==> config.mk <==
export PLATFORM = sky130hd
export DESIGN_NAME = hazard_ctrl_flat
export DESIGN_NICKNAME = d
export VERILOG_FILES = /design/src/rtl/hazard_pkg.sv /design/src/rtl/hazard_ctrl_if.sv /design/src/rtl/hazard_fwd_unit.sv /design/src/rtl/hazard_ctrl.sv /design/src/flat_wrapper.sv
export SDC_FILE = /design/constraint.sdc
export NUM_CORES = 1
export LEC_CHECK = 0
export ABC_AREA = 1
export CAP_MARGIN = 20
export CORE_ASPECT_RATIO = 1.5
export CORE_MARGIN = 10
export CORE_UTILIZATION = 36
export CTS_CLUSTER_DIAMETER = 120
export DETAILED_ROUTE_END_ITERATION = 10
export PLACE_DENSITY = 0.68
export SETUP_SLACK_MARGIN = 0.2
export SLEW_MARGIN = 20
export SYNTH_ARGS = -nofsm -noshare
export SYNTH_HDL_FRONTEND = slang
export SYNTH_SLANG_ARGS = --single-unit
export TNS_END_PERCENT = 5
==> constraint.sdc <==
create_clock -name clk -period 1.7 [get_ports clk]
set_input_delay 0.34 -clock clk [delete_from_list [all_inputs] [get_ports clk]]
set_output_delay 0.34 -clock clk [all_outputs]
set_load 0.02 [all_outputs]
==> src/rtl/hazard_pkg.sv <==
// Shared types and constants for the hazard controller: FSM states,
// forwarding selects and the load result-source encoding.
package hazard_pkg;

    typedef enum logic [1:0] {
        RUN    = 2'd0,
        I_WAIT = 2'd1,
        D_WAIT = 2'd2
    } hazard_state_t;

    typedef enum logic [1:0] {
        FWD_RF = 2'b00,
        FWD_W  = 2'b01,
        FWD_M  = 2'b10
    } fwd_sel_t;

    localparam logic [1:0] RESULT_SRC_LOAD = 2'b01;

endpackage

==> src/rtl/hazard_ctrl_if.sv <==
// Pipeline-to-hazard-controller signal bundle; the controller uses the slave
// modport, the pipeline (or bench) the master modport.
interface hazard_ctrl_if #(
    parameter int DATA_WIDTH      = 32,
    parameter int READ_DATA_WIDTH = 5
) ();

    logic [READ_DATA_WIDTH-1:0] Rs1_d, Rs2_d;
    logic [READ_DATA_WIDTH-1:0] Rs1_e, Rs2_e, Rd_e;
    logic [READ_DATA_WIDTH-1:0] Rd_m, Rd_w;
    logic                       RegWrite_e, RegWrite_m, RegWrite_w;
    logic [1:0]                 ResultSrc_e;
    logic                       PCSrc_e;
    logic                       icache_busy_f;
    logic                       dcache_busy_m;

    logic                       icache_abort;
    logic                       en_f, en_d, en_e, en_m, en_w;
    logic                       flush_n_d, flush_n_e, flush_n_m, flush_n_w;
    logic [1:0]                 ForwardA_e, ForwardB_e;
    logic [DATA_WIDTH-1:0]      stall_cycles;

    modport master (
        output Rs1_d, Rs2_d, Rs1_e, Rs2_e, Rd_e, Rd_m, Rd_w,
               RegWrite_e, RegWrite_m, RegWrite_w, ResultSrc_e,
               PCSrc_e, icache_busy_f, dcache_busy_m,
        input  icache_abort, en_f, en_d, en_e, en_m, en_w,
               flush_n_d, flush_n_e, flush_n_m, flush_n_w,
               ForwardA_e, ForwardB_e, stall_cycles
    );

    modport slave (
        input  Rs1_d, Rs2_d, Rs1_e, Rs2_e, Rd_e, Rd_m, Rd_w,
               RegWrite_e, RegWrite_m, RegWrite_w, ResultSrc_e,
               PCSrc_e, icache_busy_f, dcache_busy_m,
        output icache_abort, en_f, en_d, en_e, en_m, en_w,
               flush_n_d, flush_n_e, flush_n_m, flush_n_w,
               ForwardA_e, ForwardB_e, stall_cycles
    );

endinterface

==> src/rtl/hazard_fwd_unit.sv <==
// Forwarding-select and RAW-stall detection. HAZARD_FORWARDING_EN selects
// bypassing (load-use only stalls) versus full E/M RAW interlock with no bypass.
module hazard_fwd_unit
    import hazard_pkg::*;
#(
    parameter int READ_DATA_WIDTH = 5
) (
    input  logic [READ_DATA_WIDTH-1:0] Rs1_d,
    input  logic [READ_DATA_WIDTH-1:0] Rs2_d,
    input  logic [READ_DATA_WIDTH-1:0] Rs1_e,
    input  logic [READ_DATA_WIDTH-1:0] Rs2_e,
    input  logic [READ_DATA_WIDTH-1:0] Rd_e,
    input  logic [READ_DATA_WIDTH-1:0] Rd_m,
    input  logic [READ_DATA_WIDTH-1:0] Rd_w,
    input  logic                       RegWrite_e,
    input  logic                       RegWrite_m,
    input  logic                       RegWrite_w,
    input  logic [1:0]                 ResultSrc_e,
    output fwd_sel_t                   fwd_a,
    output fwd_sel_t                   fwd_b,
    output logic                       stall_raw
);

    logic e_hits_d;
    logic m_hits_d;

    assign e_hits_d = RegWrite_e && (Rd_e != '0) && ((Rd_e == Rs1_d) || (Rd_e == Rs2_d));
    assign m_hits_d = RegWrite_m && (Rd_m != '0) && ((Rd_m == Rs1_d) || (Rd_m == Rs2_d));

`ifdef HAZARD_FORWARDING_EN
    function automatic fwd_sel_t pick(input logic [READ_DATA_WIDTH-1:0] rs);
        if (RegWrite_m && (Rd_m != '0) && (Rd_m == rs))
            return FWD_M;
        else if (RegWrite_w && (Rd_w != '0) && (Rd_w == rs))
            return FWD_W;
        else
            return FWD_RF;
    endfunction

    logic unused_m_hit;

    assign fwd_a        = pick(Rs1_e);
    assign fwd_b        = pick(Rs2_e);
    assign stall_raw    = e_hits_d && (ResultSrc_e == RESULT_SRC_LOAD);
    assign unused_m_hit = m_hits_d;
`else
    logic unused_fwd_inputs;

    assign fwd_a     = FWD_RF;
    assign fwd_b     = FWD_RF;
    // W is not checked: the regfile writes through to same-cycle reads.
    assign stall_raw = e_hits_d || m_hits_d;
    assign unused_fwd_inputs = ^{Rs1_e, Rs2_e, Rd_w, RegWrite_w, ResultSrc_e};
`endif

endmodule

==> src/rtl/hazard_ctrl.sv <==
// Pipeline sequencing controller: stalls, flushes, cache-miss FSM, forwarding
// selects and a saturating stall counter. Optional macro: HAZARD_FORWARDING_EN.
module hazard_ctrl
    import hazard_pkg::*;
#(
    parameter int DATA_WIDTH      = 32,
    parameter int READ_DATA_WIDTH = 5
) (
    input  logic          clk,
    input  logic          rst,
    hazard_ctrl_if.slave  hz
);

    hazard_state_t         state, state_next;
    fwd_sel_t              fwd_a, fwd_b;
    logic                  stall_raw;
    logic [DATA_WIDTH-1:0] stall_q;

    hazard_fwd_unit #(.READ_DATA_WIDTH(READ_DATA_WIDTH)) u_fwd (
        .Rs1_d       (hz.Rs1_d),
        .Rs2_d       (hz.Rs2_d),
        .Rs1_e       (hz.Rs1_e),
        .Rs2_e       (hz.Rs2_e),
        .Rd_e        (hz.Rd_e),
        .Rd_m        (hz.Rd_m),
        .Rd_w        (hz.Rd_w),
        .RegWrite_e  (hz.RegWrite_e),
        .RegWrite_m  (hz.RegWrite_m),
        .RegWrite_w  (hz.RegWrite_w),
        .ResultSrc_e (hz.ResultSrc_e),
        .fwd_a       (fwd_a),
        .fwd_b       (fwd_b),
        .stall_raw   (stall_raw)
    );

    always_ff @(posedge clk) begin
        if (rst) state <= RUN;
        else     state <= state_next;
    end

    always_comb begin
        state_next      = state;
        hz.en_f         = 1'b1;
        hz.en_d         = 1'b1;
        hz.en_e         = 1'b1;
        hz.en_m         = 1'b1;
        hz.en_w         = 1'b1;
        hz.flush_n_d    = 1'b1;
        hz.flush_n_e    = 1'b1;
        hz.flush_n_m    = 1'b1;
        hz.flush_n_w    = 1'b1;
        hz.icache_abort = 1'b0;
        hz.ForwardA_e   = fwd_a;
        hz.ForwardB_e   = fwd_b;

        if (rst) begin
            hz.flush_n_d  = 1'b0;
            hz.flush_n_e  = 1'b0;
            hz.flush_n_m  = 1'b0;
            hz.flush_n_w  = 1'b0;
            hz.ForwardA_e = FWD_RF;
            hz.ForwardB_e = FWD_RF;
            state_next    = RUN;
        end else if (hz.dcache_busy_m) begin
            hz.en_f      = 1'b0;
            hz.en_d      = 1'b0;
            hz.en_e      = 1'b0;
            hz.en_m      = 1'b0;
            hz.flush_n_w = 1'b0;
            state_next   = D_WAIT;
        end else if (state == D_WAIT) begin
            // Resume cycle: everything advances; a branch frozen in E still redirects.
            state_next = RUN;
            if (hz.PCSrc_e) begin
                hz.flush_n_d = 1'b0;
                hz.flush_n_e = 1'b0;
            end
        end else if (hz.PCSrc_e) begin
            hz.flush_n_d    = 1'b0;
            hz.flush_n_e    = 1'b0;
            hz.icache_abort = (state == I_WAIT);
            state_next      = RUN;
        end else if (stall_raw) begin
            hz.en_f      = 1'b0;
            hz.en_d      = 1'b0;
            hz.flush_n_e = 1'b0;
            state_next   = hz.icache_busy_f ? I_WAIT : RUN;
        end else if (hz.icache_busy_f) begin
            hz.en_f      = 1'b0;
            hz.flush_n_d = 1'b0;
            state_next   = I_WAIT;
        end else begin
            state_next = RUN;
        end
    end

    always_ff @(posedge clk) begin
        if (rst)
            stall_q <= '0;
        else if (!hz.en_f && (stall_q != '1))
            stall_q <= stall_q + 1'b1;
    end

    assign hz.stall_cycles = stall_q;

endmodule

==> src/flat_wrapper.sv <==
// flat-port wrapper written by rule: the top's interface ports become plain ports
module hazard_ctrl_flat import hazard_pkg::*;
#(
    parameter int DATA_WIDTH      = 32,
    parameter int READ_DATA_WIDTH = 5
)
  (clk, rst, hz_Rs1_d, hz_Rs2_d, hz_Rs1_e, hz_Rs2_e, hz_Rd_e, hz_Rd_m, hz_Rd_w, hz_RegWrite_e, hz_RegWrite_m, hz_RegWrite_w, hz_ResultSrc_e, hz_PCSrc_e, hz_icache_busy_f, hz_dcache_busy_m, hz_icache_abort, hz_en_f, hz_en_d, hz_en_e, hz_en_m, hz_en_w, hz_flush_n_d, hz_flush_n_e, hz_flush_n_m, hz_flush_n_w, hz_ForwardA_e, hz_ForwardB_e, hz_stall_cycles);
  hazard_ctrl_if #(.DATA_WIDTH(DATA_WIDTH), .READ_DATA_WIDTH(READ_DATA_WIDTH)) hz_i ();
  input  logic clk;
  input  logic rst;
  input wire logic [$bits(hz_i.Rs1_d)-1:0] hz_Rs1_d;
  input wire logic [$bits(hz_i.Rs2_d)-1:0] hz_Rs2_d;
  input wire logic [$bits(hz_i.Rs1_e)-1:0] hz_Rs1_e;
  input wire logic [$bits(hz_i.Rs2_e)-1:0] hz_Rs2_e;
  input wire logic [$bits(hz_i.Rd_e)-1:0] hz_Rd_e;
  input wire logic [$bits(hz_i.Rd_m)-1:0] hz_Rd_m;
  input wire logic [$bits(hz_i.Rd_w)-1:0] hz_Rd_w;
  input wire logic [$bits(hz_i.RegWrite_e)-1:0] hz_RegWrite_e;
  input wire logic [$bits(hz_i.RegWrite_m)-1:0] hz_RegWrite_m;
  input wire logic [$bits(hz_i.RegWrite_w)-1:0] hz_RegWrite_w;
  input wire logic [$bits(hz_i.ResultSrc_e)-1:0] hz_ResultSrc_e;
  input wire logic [$bits(hz_i.PCSrc_e)-1:0] hz_PCSrc_e;
  input wire logic [$bits(hz_i.icache_busy_f)-1:0] hz_icache_busy_f;
  input wire logic [$bits(hz_i.dcache_busy_m)-1:0] hz_dcache_busy_m;
  output wire logic [$bits(hz_i.icache_abort)-1:0] hz_icache_abort;
  output wire logic [$bits(hz_i.en_f)-1:0] hz_en_f;
  output wire logic [$bits(hz_i.en_d)-1:0] hz_en_d;
  output wire logic [$bits(hz_i.en_e)-1:0] hz_en_e;
  output wire logic [$bits(hz_i.en_m)-1:0] hz_en_m;
  output wire logic [$bits(hz_i.en_w)-1:0] hz_en_w;
  output wire logic [$bits(hz_i.flush_n_d)-1:0] hz_flush_n_d;
  output wire logic [$bits(hz_i.flush_n_e)-1:0] hz_flush_n_e;
  output wire logic [$bits(hz_i.flush_n_m)-1:0] hz_flush_n_m;
  output wire logic [$bits(hz_i.flush_n_w)-1:0] hz_flush_n_w;
  output wire logic [$bits(hz_i.ForwardA_e)-1:0] hz_ForwardA_e;
  output wire logic [$bits(hz_i.ForwardB_e)-1:0] hz_ForwardB_e;
  output wire logic [$bits(hz_i.stall_cycles)-1:0] hz_stall_cycles;
  assign hz_i.Rs1_d = hz_Rs1_d;
  assign hz_i.Rs2_d = hz_Rs2_d;
  assign hz_i.Rs1_e = hz_Rs1_e;
  assign hz_i.Rs2_e = hz_Rs2_e;
  assign hz_i.Rd_e = hz_Rd_e;
  assign hz_i.Rd_m = hz_Rd_m;
  assign hz_i.Rd_w = hz_Rd_w;
  assign hz_i.RegWrite_e = hz_RegWrite_e;
  assign hz_i.RegWrite_m = hz_RegWrite_m;
  assign hz_i.RegWrite_w = hz_RegWrite_w;
  assign hz_i.ResultSrc_e = hz_ResultSrc_e;
  assign hz_i.PCSrc_e = hz_PCSrc_e;
  assign hz_i.icache_busy_f = hz_icache_busy_f;
  assign hz_i.dcache_busy_m = hz_dcache_busy_m;
  assign hz_icache_abort = hz_i.icache_abort;
  assign hz_en_f = hz_i.en_f;
  assign hz_en_d = hz_i.en_d;
  assign hz_en_e = hz_i.en_e;
  assign hz_en_m = hz_i.en_m;
  assign hz_en_w = hz_i.en_w;
  assign hz_flush_n_d = hz_i.flush_n_d;
  assign hz_flush_n_e = hz_i.flush_n_e;
  assign hz_flush_n_m = hz_i.flush_n_m;
  assign hz_flush_n_w = hz_i.flush_n_w;
  assign hz_ForwardA_e = hz_i.ForwardA_e;
  assign hz_ForwardB_e = hz_i.ForwardB_e;
  assign hz_stall_cycles = hz_i.stall_cycles;
  hazard_ctrl #(.DATA_WIDTH(DATA_WIDTH), .READ_DATA_WIDTH(READ_DATA_WIDTH)) u_core (.clk(clk), .rst(rst), .hz(hz_i));
endmodule
After elaboration in Yosys (flattened, before gate mapping):

Cells that the tools add are included.

* register bits: 34
* input bits: 45
* output and inout bits: 46
* logic and storage cells: 56

* add/subtract/negate cells: 1
* equality and inequality tests: 7
* muxes and demuxes: 33
* reductions and logical operators: 12

Operators with widths (number)
* adder 32 x 1 -> 32 bit, second input constant: 1
* inequality test 32 bit, second input constant: 1
* 2-to-1 mux 1 bit: 30
* equality test 5 bit: 4
* nonzero test 5 bit: 2
* 2-to-1 mux 2 bit: 3
* logical AND 1 bit: 5
* OR reduction 4 bit: 1
* logical OR 1 bit: 3
* equality test 2 x 1 -> 1 bit, second input constant: 1
* equality test 2 bit, second input constant: 1
* zero test 1 bit: 1

Depth between registers and ports, before layout:

* word-level depth: 11
* depth in mapped cells: 14
* depth with buffers taken out: 13

Hierarchy:

Synthesis repeated with hierarchy kept, for this count alone.

* cells, all modules: 454
* area total of the unflattened synthesis: 2558.7 sq um

Modules (own cells, without submodules)
* hazard_ctrl: times used 1, cells each 358, area an instance 2145.8 sq um, seq. area each 680.7 sq um
* hazard_fwd_unit: times used 1, cells each 96, area an instance 412.9 sq um, seq. area each 0.0 sq um

Worst setup path after synthesis:

OpenSTA, ideal clock, no wires.

* path type: reg-to-reg
* from: register u_core.stall_q[1], in the netlist u_core.hz.stall_cycles[1]
* to: register u_core.stall_q[1], in the netlist u_core.hz.stall_cycles[1]
* library setup time: 0.132 ns
* arrival time: 1.807 ns
* required time: 1.568 ns
* setup slack: -0.240 ns
* cell stages (with the launch flop): 10
* buffers on the path: 1
* period minus slack after synthesis: 1.940 ns
* cells stage by stage: dfxtp_1 > ha_1 > nand2_1 > nor2_2 > nand3_2 > nor4_2 > nand2_2 > clkbuf_1 > nand3_1 > a21oi_1

* longest elaborated chain between the ends: 2
* elaborated cells between the ends (all ways): 3
* classes of those cells: add/sub (1); eq/ne (1); reduce/logical (1)

Ends and longest elaborated chain
* start, declared: line hazard_ctrl.sv:17 `logic [DATA_WIDTH-1:0] stall_q;`
* start signal, assigned: line hazard_ctrl.sv:101 `stall_q <= stall_q + 1'b1;`
* branches (longest 2 deep; another with adder 32 x 1 -> 32 bit)

Parallel ways; which one is timed is not known.
A chain may end at the register's enable or synchronous reset.

Final worst setup path:

* from: input port hz_Rs2_d[1]
* to: output port hz_en_d

* longest elaborated chain between the ends: 9
* elaborated cells between the ends (all ways): 12
* classes of those cells: eq/ne (2); mux (5); reduce/logical (5)

Ends and longest elaborated chain
* start, declared: line flat_wrapper.sv:12 `input wire logic [$bits(hz_i.Rs2_d)-1:0] hz_Rs2_d;`
* equality test 5 bit (on tied branches): line hazard_fwd_unit.sv:27, hazard_fwd_unit.sv:28
* logical OR 1 bit (on tied branches): line hazard_fwd_unit.sv:27, hazard_fwd_unit.sv:28
* logical AND 1 bit (on tied branches): line hazard_fwd_unit.sv:27, hazard_fwd_unit.sv:28
* logical OR 1 bit *: line hazard_fwd_unit.sv:52 `assign stall_raw = e_hits_d || m_hits_d;`
* 2-to-1 mux 1 bit *: line hazard_ctrl.sv:83 `end else if (stall_raw) begin`
* 2-to-1 mux 1 bit *: line hazard_ctrl.sv:78 `end else if (hz.PCSrc_e) begin`
* 2-to-1 mux 1 bit *: line hazard_ctrl.sv:71 `end else if (state == D_WAIT) begin`
* 2-to-1 mux 1 bit *: line hazard_ctrl.sv:64 `end else if (hz.dcache_busy_m) begin`
* 2-to-1 mux 1 bit *: line hazard_ctrl.sv:56 `if (rst) begin`
* end, declared: line flat_wrapper.sv:27 `output wire logic [$bits(hz_i.en_d)-1:0] hz_en_d;`

Every way passes the cells marked *; elsewhere a longest branch is shown, timed or not.

==> tab_implementation.tex <==
\begin{tabular}{lr}
\hline
Metric & Value \\
\hline
\multicolumn{2}{l}{\textbf{Outcome}} \\
Run status & finished, violations left \\
Violated checks & setup timing \\
\multicolumn{2}{l}{\textbf{Clock network}} \\
Number of buffers inserted by hold repair at cts & 0 \\
Clock buffers created by TritonCTS & 5 \\
CTS tree & yes \\
CTS clock-pin slew for the worst setup and hold paths & 0.08 ns \\
Largest buffer count on any clock path & 2 \\
\# clock sinks & 34 \\
Clock tree root driver cell & clkbuf\_8 \\
Clock latency on the worst-skew pair & 0.29 ns \\
H-tree depth & 2 \\
\multicolumn{2}{l}{\textbf{Yosys}} \\
Synth top area cells & dfxtp\_1, nand2\_1, nand3\_1 \\
Synth warn & 0 \\
Library cell with the largest summed area after synthesis & dfxtp\_1 \\
Number of flip-flops and latches in the synthesized netlist & 34 \\
Mapped Cells & 416 \\
Share of the synthesized area in the top cell type & 26.7\% \\
Netlist area before placement & 2550 um\^{}2 \\
Post-synth cell types & 28 \\
Syn avg cell area & 6.14 um\^{}2 \\
Part of the Yosys area used for sequential elements & 26.7\% \\
\multicolumn{2}{l}{\textbf{Power and ir drop}} \\
P\_leak & 1.89 nW \\
Pwr dens & 453 nW/um\^{}2 \\
Worst supply voltage drop on vdd & 0.000290 V \\
\multicolumn{2}{l}{\textbf{Worst hold path}} \\
Worst min-delay path category & register to register \\
Endpoint of the worst hold-timing path & u\_core.hz.stall\_cycles[31]\$\_SDFFE\_PP0P\_ \\
Number of cells on the worst hold path & 2 \\
Worst hold path startpoint & u\_core.hz.stall\_cycles[31]\$\_SDFFE\_PP0P\_ \\
\multicolumn{2}{l}{\textbf{Placement}} \\
Placed cells & 604 \\
Final GP Congestion & 0.940 \\
Final HPWL DP & 7090 um \\
Placed cell area & 3730 um\^{}2 \\
Port Buf Inserts & 67 \\
\multicolumn{2}{l}{\textbf{Final layout}} \\
Filler Cell Count & 678 \\
Most common cell after layout, fill and taps aside & nand2\_1 \\
Final Net Count & 582 \\
Area of the multi-input gates & 1830 um\^{}2 \\
Sequential cell area & 706 um\^{}2 \\
Final cell area excluding filler cells & 4010 um\^{}2 \\
Diode count & 0 \\
Commonest non-fill, non-tap cells in the layout & nand2\_1, buf\_4, nand3\_1 \\
Finished Layout Cells & 615 \\
Synthesis-to-finish area growth & 57.2\% \\
Fraction of final layout cells with drive strength greater than 1 & 35.0\% \\
\multicolumn{2}{l}{\textbf{Setup path}} \\
Endpoint arrival time on the critical path & 1.38 ns \\
Type of the worst setup path & input port to output port \\
R2r startpoint & u\_core.hz.stall\_cycles[4]\$\_SDFFE\_PP0P\_ \\
Worst R2R Setup Slack & -0.01 ns \\
Largest fanout on the critical path & 3 \\
CP Capture Type & output port \\
Required time of the critical path & 1.36 ns \\
Capture point of the worst reg-to-reg path & u\_core.hz.stall\_cycles[2]\$\_SDFFE\_PP0P\_ \\
Worst Reg2Reg Path Length in Cells & 10 \\
Startpoint type of the worst setup path & input port \\
\multicolumn{2}{l}{\textbf{STA}} \\
Worst-case hold slack & 0.492 ns \\
Final clock skew & 0.00680 ns \\
Tcrit/Tclk final & 101\% \\
Fin worst setup slack & -0.0183 ns \\
Shortest clock period the worst path allows after layout & 1.72 ns \\
Sum of negative setup slack & -0.0236 ns \\
Highest achievable clock rate & 582 MHz \\
Pins Over Slew Limit & 0 \\
Final hold viol count & 0 \\
RSZ-0062 raised after global routing & true \\
Setup-violating endpoint count in the final report & 3 \\
\multicolumn{2}{l}{\textbf{Floorplanning}} \\
Initial Utilization & 37.0\% \\
Row cnt & 37 \\
Die ar. & 10900 um\^{}2 \\
Y dimension of the die & 123 um \\
Horiz. Die Dim & 88.8 um \\
Ports placed on the boundary & 91 \\
Area of the placeable core & 6900 um\^{}2 \\
\multicolumn{2}{l}{\textbf{Route}} \\
Residual antenna-violating net count after detailed routing & 0 \\
Avg WL per Cell & 14.5 um \\
Initial detailed-routing violation count & 175 \\
Total DRC errors in the routed layout & 0 \\
Number of vias per cell & 5.03 \\
Total number of vias & 3092 \\
First-pass detailed-route iteration total & 4 \\
Wirelength, routed & 8930 um \\
\multicolumn{2}{l}{\textbf{GRT}} \\
Aggregate global-route resource usage & 16.0\% \\
Largest net degree at the start of global routing & 33 \\
Number of antenna violations at the first check in global routing & 0 \\
First-pass GRT wire length & 14100 um \\
Global route overflow & 0 \\
Number of global-route vias before repair & 3039 \\
\multicolumn{2}{l}{\textbf{Flow run}} \\
Max-capacitance violation count & 0 \\
\hline
\end{tabular}
-- registers in the layout, summed over array words and instances, names as in the netlist --
signal / flops
u_core.state: 2
u_core.hz.stall_cycles: 32
-- worst max-delay path, stage by stage --
cell     delay, ns
buf_4         0.12
nand2_1       0.05
nand2_1       0.06
nor2_2        0.11
nand3_1       0.08
nand2_1       0.09
nand2_2       0.06
nand2_2       0.08
o21ai_2       0.06
o21ai_1       0.13
inv_1         0.07
buf_6         0.13
-- power by group --
group / total, mW / internal (mW) / switching (mW)
Clock: 0.628 / 0.327 / 0.301
Combinational: 0.383 / 0.168 / 0.214
Sequential: 0.805 / 0.800 / 0.00456
Total: 1.82 / 1.30 / 0.520
-- kinds of logic (layout without fill, tap and decap cells) --
group	Yosys count	in the layout	synth area share [%]
buffers and inverters	62	180	10.9
flip-flops	34	34	26.7
XOR/XNOR	36	36	12.4
other	2	5	0.294
adder cells (fa/ha/maj)	1	1	0.490
AO/OA/AOI/OAI	37	37	7.25
AND/OR/NAND/NOR	244	244	42.1
-- cells in the mapped netlist --
master / n
nand3_1: 48
conb_1: 2
inv_2: 1
a21oi_1: 32
nor3_1: 14
inv_1: 42
o21ai_0: 5
buf_4: 6
buf_6: 3
nor3b_1: 2
nor4_2: 1
nand2_2: 2
nor2_1: 35
xnor2_1: 16
nand2_4: 1
nand4_1: 4
nor3_2: 1
nor4_1: 4
ha_1: 1
buf_1: 1
nand3_2: 1
dfxtp_1: 34
clkbuf_1: 9
nand2_1: 128
nand3b_1: 1
nor2_2: 1
nor3_4: 1
xor2_1: 20
-- layout make-up --
| class | instances | share of cell area [%] |
|---|---|---|
| Clock buffer | 7 | 2.15 |
| Timing Repair Buffer | 129 | 27.9 |
| Inverter | 43 | 4.09 |
| Clock inverter | 1 | 0.125 |
| Tap cell | 78 | 2.43 |
| Multi-Input combinational cell | 323 | 45.7 |
| Sequential cell | 34 | 17.6 |
-- metal layers --
layer | vias to the layer above | track usage, % | wire length (um) | part of all wire, %
met5 | - | 0 | 0 | 0
met4 | 0 | 4.16 | 216 | 2.4
met3 | 16 | 3.29 | 480 | 5.4
met2 | 81 | 31.7 | 4910 | 55
met1 | 1437 | 16.1 | 3330 | 37
li1 | 1558 | - | - | -
-- stage by stage --
step | worst slack [ns] | utilization, % | total power [mW]
final | -0.0183 | 58.2 | 1.82
after global routing | -0.166 | 58.2 | 1.90
after detailed placement | -0.911 | 54.1 | 1.17
after CTS | -0.0301 | 54.6 | 1.78
after floorplan | 0.0589 | - | 1.01
after global placement | -0.901 | 54.1 | 1.17
-- timing repair --
action | 4_1_cts | 5_1_grt
buffers inserted | 2 | 0
pin swaps | 31 | 30
endpoints found under the setup margin | 73 | 40
cloned | 0 | 1
resized for setup | 192 | 68
-- how the worst max path moves through the flow --
stage | start | end | slack, ns | cells after the start
2_1_floorplan | u_core.hz.stall_cycles[0]$_SDFFE_PP0P_ | u_core.hz.stall_cycles[16]$_SDFFE_PP0P_ | 0.06 | 9
6_report | hz_Rs2_d[1] | hz_en_d | -0.02 | 12
4_1_cts | hz_Rd_m[0] | hz_en_d | -0.03 | 11
3_3_place_gp | hz_Rd_m[0] | hz_en_d | -0.90 | 13
5_1_grt | hz_Rs1_d[0] | hz_en_d | -0.17 | 13
3_5_place_dp | hz_Rd_m[1] | hz_en_d | -0.91 | 13
Power figures use the tool's default switching activity.
